### src/rtl/ariane_tile_rst_seq.sv
// ariane_tile_rst_seq
// Reset / wake-up sequencer for a multi-core Ariane tile cluster.
// After chip reset it waits out the SRAM init window (or until the L2 says
// init is done). It then releases the per-core resets one by one with a fixed
// stagger. At run time it services per-core re-reset requests round-robin:
// drain the core's outstanding traffic (bounded by a timeout), hold the core
// in reset, then release it.
//
// Ports:
//   clk_i          clock
//   rst_i          synchronous active-high reset
//   init_done_i    early SRAM-init-complete level from the L2
//   core_rst_req_i per-core re-reset request (pulse or level, latched sticky)
//   core_idle_i    per-core "no outstanding L1.5 transactions"
//   core_rst_no    active-low reset to each core
//   busy_o         sequencer is not in RUN
//   all_up_o       every core is out of reset
//   cur_idx_o      core being released (INIT/RELEASE) or serviced (DRAIN/HOLD)
//   timeout_o      one-cycle pulse when a drain ended by timeout
module ariane_tile_rst_seq #(
  parameter int unsigned NrCores       = 4,
  parameter int unsigned InitCycles    = 32768,
  parameter int unsigned StaggerCycles = 16,
  parameter int unsigned DrainTimeout  = 1024,
  parameter int unsigned HoldCycles    = 8,
  parameter int unsigned CntWidth      = 16,
  localparam int unsigned IdxW = (NrCores > 1) ? $clog2(NrCores) : 1
) (
  input  logic               clk_i,
  input  logic               rst_i,
  input  logic               init_done_i,
  input  logic [NrCores-1:0] core_rst_req_i,
  input  logic [NrCores-1:0] core_idle_i,
  output logic [NrCores-1:0] core_rst_no,
  output logic               busy_o,
  output logic               all_up_o,
  output logic [IdxW-1:0]    cur_idx_o,
  output logic               timeout_o
);

  typedef enum logic [2:0] {
    ST_INIT    = 3'd0,
    ST_RELEASE = 3'd1,
    ST_RUN     = 3'd2,
    ST_DRAIN   = 3'd3,
    ST_HOLD    = 3'd4
  } state_e;

  localparam logic [CntWidth-1:0] INIT_LAST    = CntWidth'(InitCycles - 1);
  localparam logic [CntWidth-1:0] STAGGER_LAST = CntWidth'(StaggerCycles - 1);
  localparam logic [CntWidth-1:0] DRAIN_LAST   = CntWidth'(DrainTimeout - 1);
  localparam logic [CntWidth-1:0] HOLD_LAST    = CntWidth'(HoldCycles - 1);
  localparam logic [IdxW-1:0]     LAST_IDX     = IdxW'(NrCores - 1);

  // Core index + 1, wrapping at NrCores (stays 0 for a single core).
  function automatic logic [IdxW-1:0] next_idx(input logic [IdxW-1:0] v);
    logic [IdxW-1:0] r;
    if (v == LAST_IDX) begin
      r = '0;
    end else begin
      r = v + IdxW'(1);
    end
    return r;
  endfunction

  state_e              state_r, state_nxt_s;
  logic [CntWidth-1:0] cnt_r, cnt_nxt_s;
  logic [NrCores-1:0]  pending_r;
  logic [NrCores-1:0]  grant_clear_s;
  logic [IdxW-1:0]     idx_r, idx_nxt_s;
  logic [IdxW-1:0]     sel_r, sel_nxt_s;
  logic [IdxW-1:0]     rr_ptr_r, rr_ptr_nxt_s;
  logic [NrCores-1:0]  core_rst_n_r, core_rst_n_nxt_s;
  logic                timeout_r, timeout_nxt_s;
  logic                grant_vld_s;
  logic [IdxW-1:0]     grant_idx_s;
  logic [IdxW-1:0]     cand_s;

  // Round-robin pick: first pending core at or after rr_ptr, wrapping.
  always_comb begin
    grant_vld_s = 1'b0;
    grant_idx_s = '0;
    cand_s      = '0;
    for (int unsigned i = 0; i < NrCores; i++) begin
      cand_s = IdxW'((32'(rr_ptr_r) + i) % NrCores);
      if (!grant_vld_s && pending_r[cand_s]) begin
        grant_vld_s = 1'b1;
        grant_idx_s = cand_s;
      end else begin
      end
    end
  end

  // Next-state, counter and per-core reset decisions.
  always_comb begin
    state_nxt_s      = state_r;
    cnt_nxt_s        = cnt_r + CntWidth'(1);
    idx_nxt_s        = idx_r;
    sel_nxt_s        = sel_r;
    rr_ptr_nxt_s     = rr_ptr_r;
    core_rst_n_nxt_s = core_rst_n_r;
    timeout_nxt_s    = 1'b0;
    grant_clear_s    = '0;
    case (state_r)
      ST_INIT: begin
        if ((cnt_r == INIT_LAST) || init_done_i) begin
          state_nxt_s = ST_RELEASE;
          cnt_nxt_s   = '0;
          idx_nxt_s   = '0;
        end else begin
        end
      end
      ST_RELEASE: begin
        if (cnt_r == STAGGER_LAST) begin
          core_rst_n_nxt_s[idx_r] = 1'b1;
          cnt_nxt_s               = '0;
          idx_nxt_s               = next_idx(idx_r);
          if (idx_r == LAST_IDX) begin
            state_nxt_s = ST_RUN;
          end else begin
          end
        end else begin
        end
      end
      ST_RUN: begin
        cnt_nxt_s = '0;
        if (grant_vld_s) begin
          sel_nxt_s                  = grant_idx_s;
          grant_clear_s[grant_idx_s] = 1'b1;
          rr_ptr_nxt_s               = next_idx(grant_idx_s);
          state_nxt_s                = ST_DRAIN;
        end else begin
        end
      end
      ST_DRAIN: begin
        // Idle has priority over the timeout on the last drain cycle.
        if (core_idle_i[sel_r]) begin
          core_rst_n_nxt_s[sel_r] = 1'b0;
          cnt_nxt_s               = '0;
          state_nxt_s             = ST_HOLD;
        end else if (cnt_r == DRAIN_LAST) begin
          core_rst_n_nxt_s[sel_r] = 1'b0;
          cnt_nxt_s               = '0;
          timeout_nxt_s           = 1'b1;
          state_nxt_s             = ST_HOLD;
        end else begin
        end
      end
      ST_HOLD: begin
        if (cnt_r == HOLD_LAST) begin
          core_rst_n_nxt_s[sel_r] = 1'b1;
          cnt_nxt_s               = '0;
          state_nxt_s             = ST_RUN;
        end else begin
        end
      end
      default: begin
        state_nxt_s = ST_INIT;
        cnt_nxt_s   = '0;
      end
    endcase
  end

  // State and output registers; a request and a grant-clear on the same
  // bit in the same cycle leave the bit set so the new request is kept.
  always_ff @(posedge clk_i) begin
    if (rst_i) begin
      state_r      <= ST_INIT;
      cnt_r        <= '0;
      pending_r    <= '0;
      idx_r        <= '0;
      sel_r        <= '0;
      rr_ptr_r     <= '0;
      core_rst_n_r <= '0;
      timeout_r    <= 1'b0;
    end else begin
      state_r      <= state_nxt_s;
      cnt_r        <= cnt_nxt_s;
      pending_r    <= (pending_r & ~grant_clear_s) | core_rst_req_i;
      idx_r        <= idx_nxt_s;
      sel_r        <= sel_nxt_s;
      rr_ptr_r     <= rr_ptr_nxt_s;
      core_rst_n_r <= core_rst_n_nxt_s;
      timeout_r    <= timeout_nxt_s;
    end
  end

  assign core_rst_no = core_rst_n_r;
  assign busy_o      = (state_r != ST_RUN);
  assign all_up_o    = &core_rst_n_r;
  assign cur_idx_o   = ((state_r == ST_DRAIN) || (state_r == ST_HOLD)) ? sel_r : idx_r;
  assign timeout_o   = timeout_r;

endmodule

### config.mk
export PLATFORM = sky130hd
export DESIGN_NAME = ariane_tile_rst_seq
export DESIGN_NICKNAME = d
export VERILOG_FILES = /design/src/rtl/ariane_tile_rst_seq.sv
export SDC_FILE = /design/constraint.sdc
export NUM_CORES = 1
export LEC_CHECK = 0
export ABC_CLOCK_PERIOD_IN_PS = 5600
export BUFFER_PORTS_ARGS = -buffer_cell sky130_fd_sc_hd__buf_2
export CELL_PAD_IN_SITES_DETAIL_PLACEMENT = 1
export CELL_PAD_IN_SITES_GLOBAL_PLACEMENT = 1
export CORE_ASPECT_RATIO = 0.7
export CORE_MARGIN = 4
export CORE_UTILIZATION = 47
export DETAILED_ROUTE_END_ITERATION = 10
export PLACE_DENSITY_LB_ADDON = 0.3
export SLEW_MARGIN = 15
export SYNTH_ARGS = -nofsm -noshare
export SYNTH_HDL_FRONTEND = slang
export SYNTH_SLANG_ARGS = --single-unit
### constraint.sdc
create_clock -name clk_i -period 5.6 [get_ports clk_i]
set_input_delay 0.84 -clock clk_i [delete_from_list [all_inputs] [get_ports clk_i]]
set_output_delay 0.84 -clock clk_i [all_outputs]
set_load 0.03 [all_outputs]
Word-level counts from Yosys, hierarchy flattened:

Cells that the tools add are included.

* add/subtract/negate cells: 6
* multiply operators: 0
* divide/modulo/power cells: 0
* $lt $le $gt $ge: 10
* eq/ne operators: 17
* shift operators: 0
* multiplexer cells: 52
* bitwise gates (word level): 8
* reductions and logical operators: 20

Operator list (number)
* 16-bit 2-to-1 mux: 5
* 16-bit case mux with 4 select lines: 1
* 4-bit 2-to-1 mux: 6
* 2-bit by 3-bit less-than comparator with 1-bit output (second input constant): 7
* 3-bit 2-to-1 mux: 7
* 2-bit 2-to-1 mux: 9
* 16-bit by 1-bit adder with 16-bit output (second input constant): 1
* 16-bit by 10-bit equality test with 1-bit output (second input constant): 1
* 16-bit by 15-bit equality test with 1-bit output (second input constant): 1
* 16-bit by 3-bit equality test with 1-bit output (second input constant): 1
* 16-bit by 4-bit equality test with 1-bit output (second input constant): 1
* 3-bit case mux with 5 select lines: 1
* 1-bit 2-to-1 mux: 13
* 4-bit bitwise OR: 3
* 4-bit case mux with 3 select lines: 1
* 1-bit binary-select mux with 2-bit select: 5
* 2-bit inequality test (second input constant): 5
* 4-bit bitwise AND: 2
* 4-bit inverter: 2
* 4-bit AND reduction: 2
* 2-bit by 1-bit adder with 2-bit output (second input constant): 3
* 1-bit demux with 2-bit select: 3
* 3-bit by 2-bit equality test with 1-bit output (second input constant): 2
* 2-bit by 1-bit greater-or-equal comparator with 1-bit output (second input constant): 3
* other kinds (18): 28

* register bits: 34
* latch bits: 0
* memory bits (writable): 0
* bits in read-only memories: 0
* input port bits: 11
* word-level logic and storage cells: 121
* memories kept: 0

Logic depth before layout (Yosys ltp):

Gate-level depths: netlist (run 1).

* depth after elaboration: 21
* depth in mapped cells: 9

Least setup slack after synthesis (run 1):

Ideal clock, no wire load.

* kind: reg2out
* start: reg state_r[2]
* end: out cur_idx_o[0]
* arrival: 1.504 ns
* path slack: 3.256 ns
* stages on the path, launching flop included: 6
* buffers on the path: 2
* path through: dfxtp_1 > buf_4 > or3b_1 > buf_6 > nand2_1 > o21ai_0

* word-level cells in the longest chain between the ends: 3
* elaborated cells between the ends (all ways): 4
* those cells by class: eq/ne (2); mux (1); reduce/logical (1)

RTL lines
* start, declared: line 66 `state_e state_r, state_nxt_s;`
* start signal, assigned: line 177 `state_r <= state_nxt_s;`
* 3-bit by 2-bit equality test with 1-bit output / 3-bit equality test (equally long branches): line 191 `assign cur_idx_o = ((state_r == ST_DRAIN) || (state_r == ST_HOLD)) ? sel_r : idx_r;`
* 1-bit logical OR *: line 191
* 2-bit 2-to-1 mux *: line 191
* end, declared: line 37 `output logic [IdxW-1:0] cur_idx_o,`

Every way passes the cells marked *; elsewhere a longest branch is shown, timed or not.

Worst setup path in the final report (run 1):

Ends and elaborated chain as after synthesis.

==> impl_metrics.json, run 1 <==
{
  "clock-sinks": 34,
  "h-tree-depth": 2,
  "drtIter0Drc": 94,
  "dpl.hpwl_um": 3510,
  "clk_latency_ns": 0.28,
  "rsz0062_at_grt": "false",
  "dp_cells": 285,
  "path_delay_family": "simple AND/OR/NAND/NOR gates",
  "tightest_slew_ns": 0.481,
  "slew-limit-headroom": 0.679,
  "max_stage_delay_ns": 0.54,
  "ir_drop_uv": 162,
  "wl_met3_um": 170,
  "slowest_stage": "or3b_1",
  "finalHoldViolCount": 0,
  "ys_ff_latch": 34,
  "via_per_inst": 5.52,
  "drtPass1Iterations": 4,
  "slew_violations": 0,
  "cts_buffers": 5,
  "stdcell_count": 291,
  "area_growth_syn_to_layout_pct": 9.66,
  "nets": 260,
  "cts-root-buf": "clkbuf_8",
  "grt_pass1_vias": 1652,
  "synth-edff-count": 0,
  "ctsHoldBuffers": 0,
  "ys_types": 48,
  "portBuffers": 19,
  "drc": 0,
  "cp.required_ns": 4.76,
  "synth-async-reset-ratio": 0,
  "setup_tns_ns": 0,
  "end_kind": "output port",
  "clkTransAtPathRegs_ns": 0.06,
  "ys_warn_count": 0,
  "antenna_cells": 0,
  "grt_antenna_before_repair": 0,
  "synthTopCellsByArea": "dfxtp_1 35%, ha_1 5.8%, nor2_1 5.1%",
  "outcome": "complete, no violations",
  "clockBufferDepth": 2,
  "m1WireLength_um": 2300,
  "finalCritPeriodShare": 0.485,
  "start_kind": "flop",
  "die_area_sq_um": 5210,
  "finClkSkew_ns": 0.00473,
  "track_usage": 0.194,
  "die_y_um": 61.6,
  "cpMostUsedCell": "nand2_1",
  "initial_utilization": 0.489,
  "postRouteAntennaNets": 0,
  "min_period_ns": 2.71,
  "grt_overflow": 0,
  "synth.net_count": 243,
  "path_class": "flop to output port",
  "arrival_ns": 1.87,
  "netlist_instances": 223,
  "drive_above_1_share": 0.188,
  "vias": 1607,
  "p_leak_nw": 0.787,
  "timing.fmax_mhz": 368,
  "avgSynthCellArea_sq_um": 8.65,
  "cts.repair.resized": 0,
  "place.gp.congestion": 0.793,
  "post_cts_buffers": 0,
  "critPathBufInv": 1,
  "routed_wl_um": 4560,
  "die_w_um": 84.6,
  "highest_layer": "met4",
  "core_sq_um": 3950,
  "grt_max_degree": 18,
  "pwr_density_cell_nw_per_um2": 327,
  "crit_chain": "or3b_1 -> nand2_1 -> nand2_1 -> o21ai_0 -> buf_2",
  "drv_cap": 0,
  "floorplan.io_pins": 20,
  "wl_per_cell_um": 15.7,
  "synth_top_area_share": 0.353,
  "cts_tree": "yes",
  "yosysTopAreaCell": "dfxtp_1",
  "ys_seq_area_frac": 0.353,
  "hold_path.class": "flop to flop",
  "synth.cell_area_sq_um": 1930,
  "grt_pass1_wl_um": 7890,
  "synth_ff_type": "dfxtp_1",
  "worstPathMaxFanout": 11,
  "rows": 19,
  "setup_viol": 0,
  "dr_wl_met2_um": 2030
}
synthesized netlist by cell type, drive strengths merged, types with 4 or more instances:
master  instances
ha              9
nor2           36
buf             7
nand3           8
nand4           4
xnor2           7
nand2          20
a21oi          18
xor2            8
o21ai           9
inv            13
mux2i           4
nor4            5
dfxtp          34
and3            4
layer usage:
| metal | global-route usage | up-vias |
|---|---|---|
| met1 | 0.252 | 764 |
| met4 | 0.0655 | 0 |
| li1 | - | 809 |
| met5 | 0 | - |
| met2 | 0.323 | 28 |
| met3 | 0.0455 | 6 |
power by group:
part / leakage, nW / switching (mW) / internal, mW
Clock: 0.0431 / 0.0796 / 0.0946
Combinational: 0.468 / 0.142 / 0.0771
Sequential: 0.276 / 0.0328 / 0.265
kinds of logic (layout without fill, tap and decap cells):
logic type / Yosys count / after routing / share of synthesized area
AND/OR/NAND/NOR: 99 / 99 / 0.302
AO/OA/AOI/OAI: 39 / 39 / 0.132
XOR/XNOR: 15 / 15 / 0.0681
multiplexers: 5 / 5 / 0.0324
flip-flops: 34 / 34 / 0.353
adder cells (fa/ha/maj): 9 / 9 / 0.0584
buffers and inverters: 22 / 38 / 0.0545
placed cells by master, fill, tap and decap left out, drive strengths merged, types with 2 or more instances in the layout:
cell	instances
and3	4
o21ai	9
o311ai	3
nand2b	3
nand3	8
nor4	5
ha	9
xnor2	7
nor2b	3
nand3b	2
xor2	8
clkbuf	6
inv	13
mux2i	4
buf	19
o32ai	2
dfxtp	34
nand2	20
and4	3
nor2	36
or3b	2
and2	2
nor3	3
a21oi	18
nand4	4
final timing paths:
path / start / endpoint / slack [ns] / depth (start not counted)
hold / removal: cnt_r[0] / cnt_r[0] / 0.46 / 1
setup / recovery: state_r[2] / cur_idx_o[0] / 2.89 / 5
setup reg to reg: state_r[2] / cnt_r[3] / 3.32 / 5
hold reg to reg: cnt_r[0] / cnt_r[0] / 0.46 / 1
worst register-to-register path: stages (launching register included):
cell and delay, ns:
dfxtp_1 0.51, or3b_1 0.54, and2_1 0.24, o211ai_4 0.32
nand3_4 0.36, nor2_1 0.24
flip-flops by register name, indices dropped and copies added, names as in the netlist:
signal / flops
cnt_r: 16
core_rst_no: 4
idx_r: 2
pending_r: 4
rr_ptr_r: 2
sel_r: 2
state_r: 3
timeout_o: 1
area by class of cell:
type | count | area, sq um
flip-flops and latches | 34 | 681
repair buffers | 19 | 95.1
clock buffers | 6 | 82.6
inverters | 13 | 48.8
well taps | 52 | 65.1
fillers | 485 | 1830
multi-input cells | 167 | 1140
stage by stage:
step            util  setup slack, ns  area [sq um]  hold slack (ns)  total power [mW]
6_report       0.536             2.89          2120            0.457             0.692
2_1_floorplan      -             3.26          1930            0.428             0.475
3_5_place_dp   0.515             3.09          2030            0.448             0.523
3_3_place_gp   0.515             3.18          2030            0.443             0.514
4_1_cts        0.536             2.87          2120            0.464             0.700
5_1_grt        0.536             2.74          2120            0.509             0.736
No activity file was read; power rests on OpenSTA's default activity.
==> inputs of run 2 (changes only) <==
--- a/config.mk
+++ b/config.mk
@@ -5,13 +5,13 @@
 export SDC_FILE = /design/constraint.sdc
 export NUM_CORES = 1
 export LEC_CHECK = 0
-export ABC_CLOCK_PERIOD_IN_PS = 5600
+export ABC_CLOCK_PERIOD_IN_PS = 2600
 export BUFFER_PORTS_ARGS = -buffer_cell sky130_fd_sc_hd__buf_2
 export CELL_PAD_IN_SITES_DETAIL_PLACEMENT = 1
 export CELL_PAD_IN_SITES_GLOBAL_PLACEMENT = 1
 export CORE_ASPECT_RATIO = 0.7
 export CORE_MARGIN = 4
-export CORE_UTILIZATION = 47
+export CORE_UTILIZATION = 44
 export DETAILED_ROUTE_END_ITERATION = 10
 export PLACE_DENSITY_LB_ADDON = 0.3
 export SLEW_MARGIN = 15
==> constraint.sdc (replaced) <==
create_clock -name clk_i -period 2.6 [get_ports clk_i]
set_input_delay 0.39 -clock clk_i [delete_from_list [all_inputs] [get_ports clk_i]]
set_output_delay 0.39 -clock clk_i [all_outputs]
set_load 0.03 [all_outputs]
==> impl_metrics.json, run 2 (synthesis gave the netlist of run 1 again) <==
{
  "outcome": "complete, no violations",
  "portBuffers": 19,
  "arrival_ns": 2.49,
  "p_seq_frac": 0.418,
  "reg2reg_from": "state_r[2]",
  "drive_above_1_share": 0.198,
  "antenna_cells": 0,
  "r2r_slack_ns": 0.33,
  "clockBufferDepth": 2,
  "slew_violations": 0,
  "die_y_um": 63.4,
  "nets": 261,
  "grt_antenna_before_repair": 0,
  "grt_overflow": 0,
  "grt_pass1_wl_um": 7760,
  "p_leak_nw": 0.796,
  "clock-sinks": 34,
  "intPower_mw": 0.952,
  "ctsHoldBuffers": 0,
  "place.gp.congestion": 0.868,
  "initial_utilization": 0.475,
  "setup_viol": 0,
  "reg2reg_depth": 5,
  "grt_max_degree": 18,
  "core_sq_um": 4070,
  "top_register": "cnt_r",
  "clk_latency_ns": 0.29,
  "cp-startpoint": "state_r[2]",
  "start_kind": "flop",
  "p_sw_frac": 0.380,
  "final_util": 0.525,
  "timing.fmax_mhz": 441,
  "post_cts_buffers": 0,
  "finClkSkew_ns": 0.00894,
  "whs_ns": 0.306,
  "ir_drop_uv": 344,
  "end_kind": "flop",
  "area_growth_syn_to_layout_pct": 10.7,
  "crit_end": "cnt_r[3]",
  "track_usage": 0.178,
  "clkTransAtPathRegs_ns": 0.07,
  "p_comb_frac": 0.312,
  "via_per_inst": 5.38,
  "die_w_um": 87.1,
  "drtPass1Iterations": 4,
  "vias": 1581,
  "cp.required_ns": 2.82,
  "worstPathMaxFanout": 16,
  "drtIter0Drc": 63,
  "h-tree-depth": 2,
  "rows": 19,
  "slew-limit-headroom": 0.612,
  "rr_endpoint": "cnt_r[3]",
  "cts-root-buf": "clkbuf_8",
  "rsz0062_at_grt": "false",
  "cts.repair.resized": 0,
  "min_period_ns": 2.27,
  "pwr_density_cell_nw_per_um2": 718,
  "tightest_slew_ns": 0.581,
  "routed_wl_um": 4590,
  "dpl.hpwl_um": 3480,
  "floorplan.io_pins": 20,
  "power_mw": 1.53,
  "die_area_sq_um": 5520,
  "finalHoldViolCount": 0,
  "hold_path.class": "input port to flop",
  "largest_reg_flops": 16,
  "path_class": "flop to flop",
  "drc": 0,
  "cts_tree": "yes",
  "wl_per_cell_um": 15.6,
  "final_cell_mix": "34 x dfxtp_1, 26 x nor2_1, 19 x nand2_1, 19 x buf_2, 17 x a21oi_1",
  "drv_cap": 0,
  "cts_buffers": 5,
  "min_from": "core_rst_req_i[0]",
  "postRouteAntennaNets": 0,
  "switching_power_mw": 0.583,
  "finalCritPeriodShare": 0.872,
  "pwr-share-clk": 0.270,
  "grt_pass1_vias": 1563,
  "mostFrequentLayoutCell": "dfxtp_1",
  "setup_tns_ns": 0
}
[run 2: changes by cell type in the layout (fill, tap and decap cells not counted)]
cell and change:
buf_4 +1, clkinv_2 +1, clkinvlp_4 +1
[run 2: worst min-delay path by stage]
| stage | to | slack [ns] | depth (start not counted) |
|---|---|---|---|
| floorplan | cnt_r[0] | 0.43 | 1 |
| global placement | cnt_r[0] | 0.44 | 1 |
| detailed placement | cnt_r[0] | 0.46 | 1 |
| CTS | pending_r[0] | 0.30 | 3 |
| global route | pending_r[2] | 0.31 | 3 |
| finish | pending_r[0] | 0.31 | 3 |
[run 2: through the flow]
stage | cell area (sq um) | cells | worst slack [ns]
after floorplan | 1930 | 223 | 0.693
after global placement | 2040 | 286 | 0.477
after detailed placement | 2040 | 286 | 0.371
after CTS | 2140 | 294 | 0.344
after global routing | 2140 | 294 | 0.204
final | 2140 | 294 | 0.332
[run 2: power groups by stage]
stage / combinational [mW] / sequential [mW] / clock, mW
6_report: 0.479 / 0.641 / 0.414
5_1_grt: 0.532 / 0.651 / 0.455
4_1_cts: 0.482 / 0.641 / 0.430
3_5_place_dp: 0.478 / 0.653 / 0
3_3_place_gp: 0.468 / 0.647 / 0
2_1_floorplan: 0.393 / 0.630 / 0
[run 2: critical path, cell delays in order (launching register included)]
cell	delay [ns]
dfxtp_1	0.50
or3b_1	0.55
and2_1	0.24
o211ai_4	0.34
nand3_4	0.37
nor2_1	0.19
[run 2: layout make-up]
cell class                      count  area (sq um)
Fill cell                         493          1930
Multi-Input combinational cell    167          1140
Sequential cell                    34           681
Timing Repair Buffer               20           103
Clock buffer                        6          82.6
Tap cell                           52          65.1
Inverter                           13          48.8
Clock inverter                      2          12.5
[run 2: per-layer routing]
metal	GRT usage	share of wire	wire, um	vias up
met2	0.241	0.41	1880	28
met4	0.0517	0.0085	39	0
li1	-	-	-	811
met3	0.0508	0.052	239	4
met5	0	0	0	-
met1	0.267	0.53	2430	738
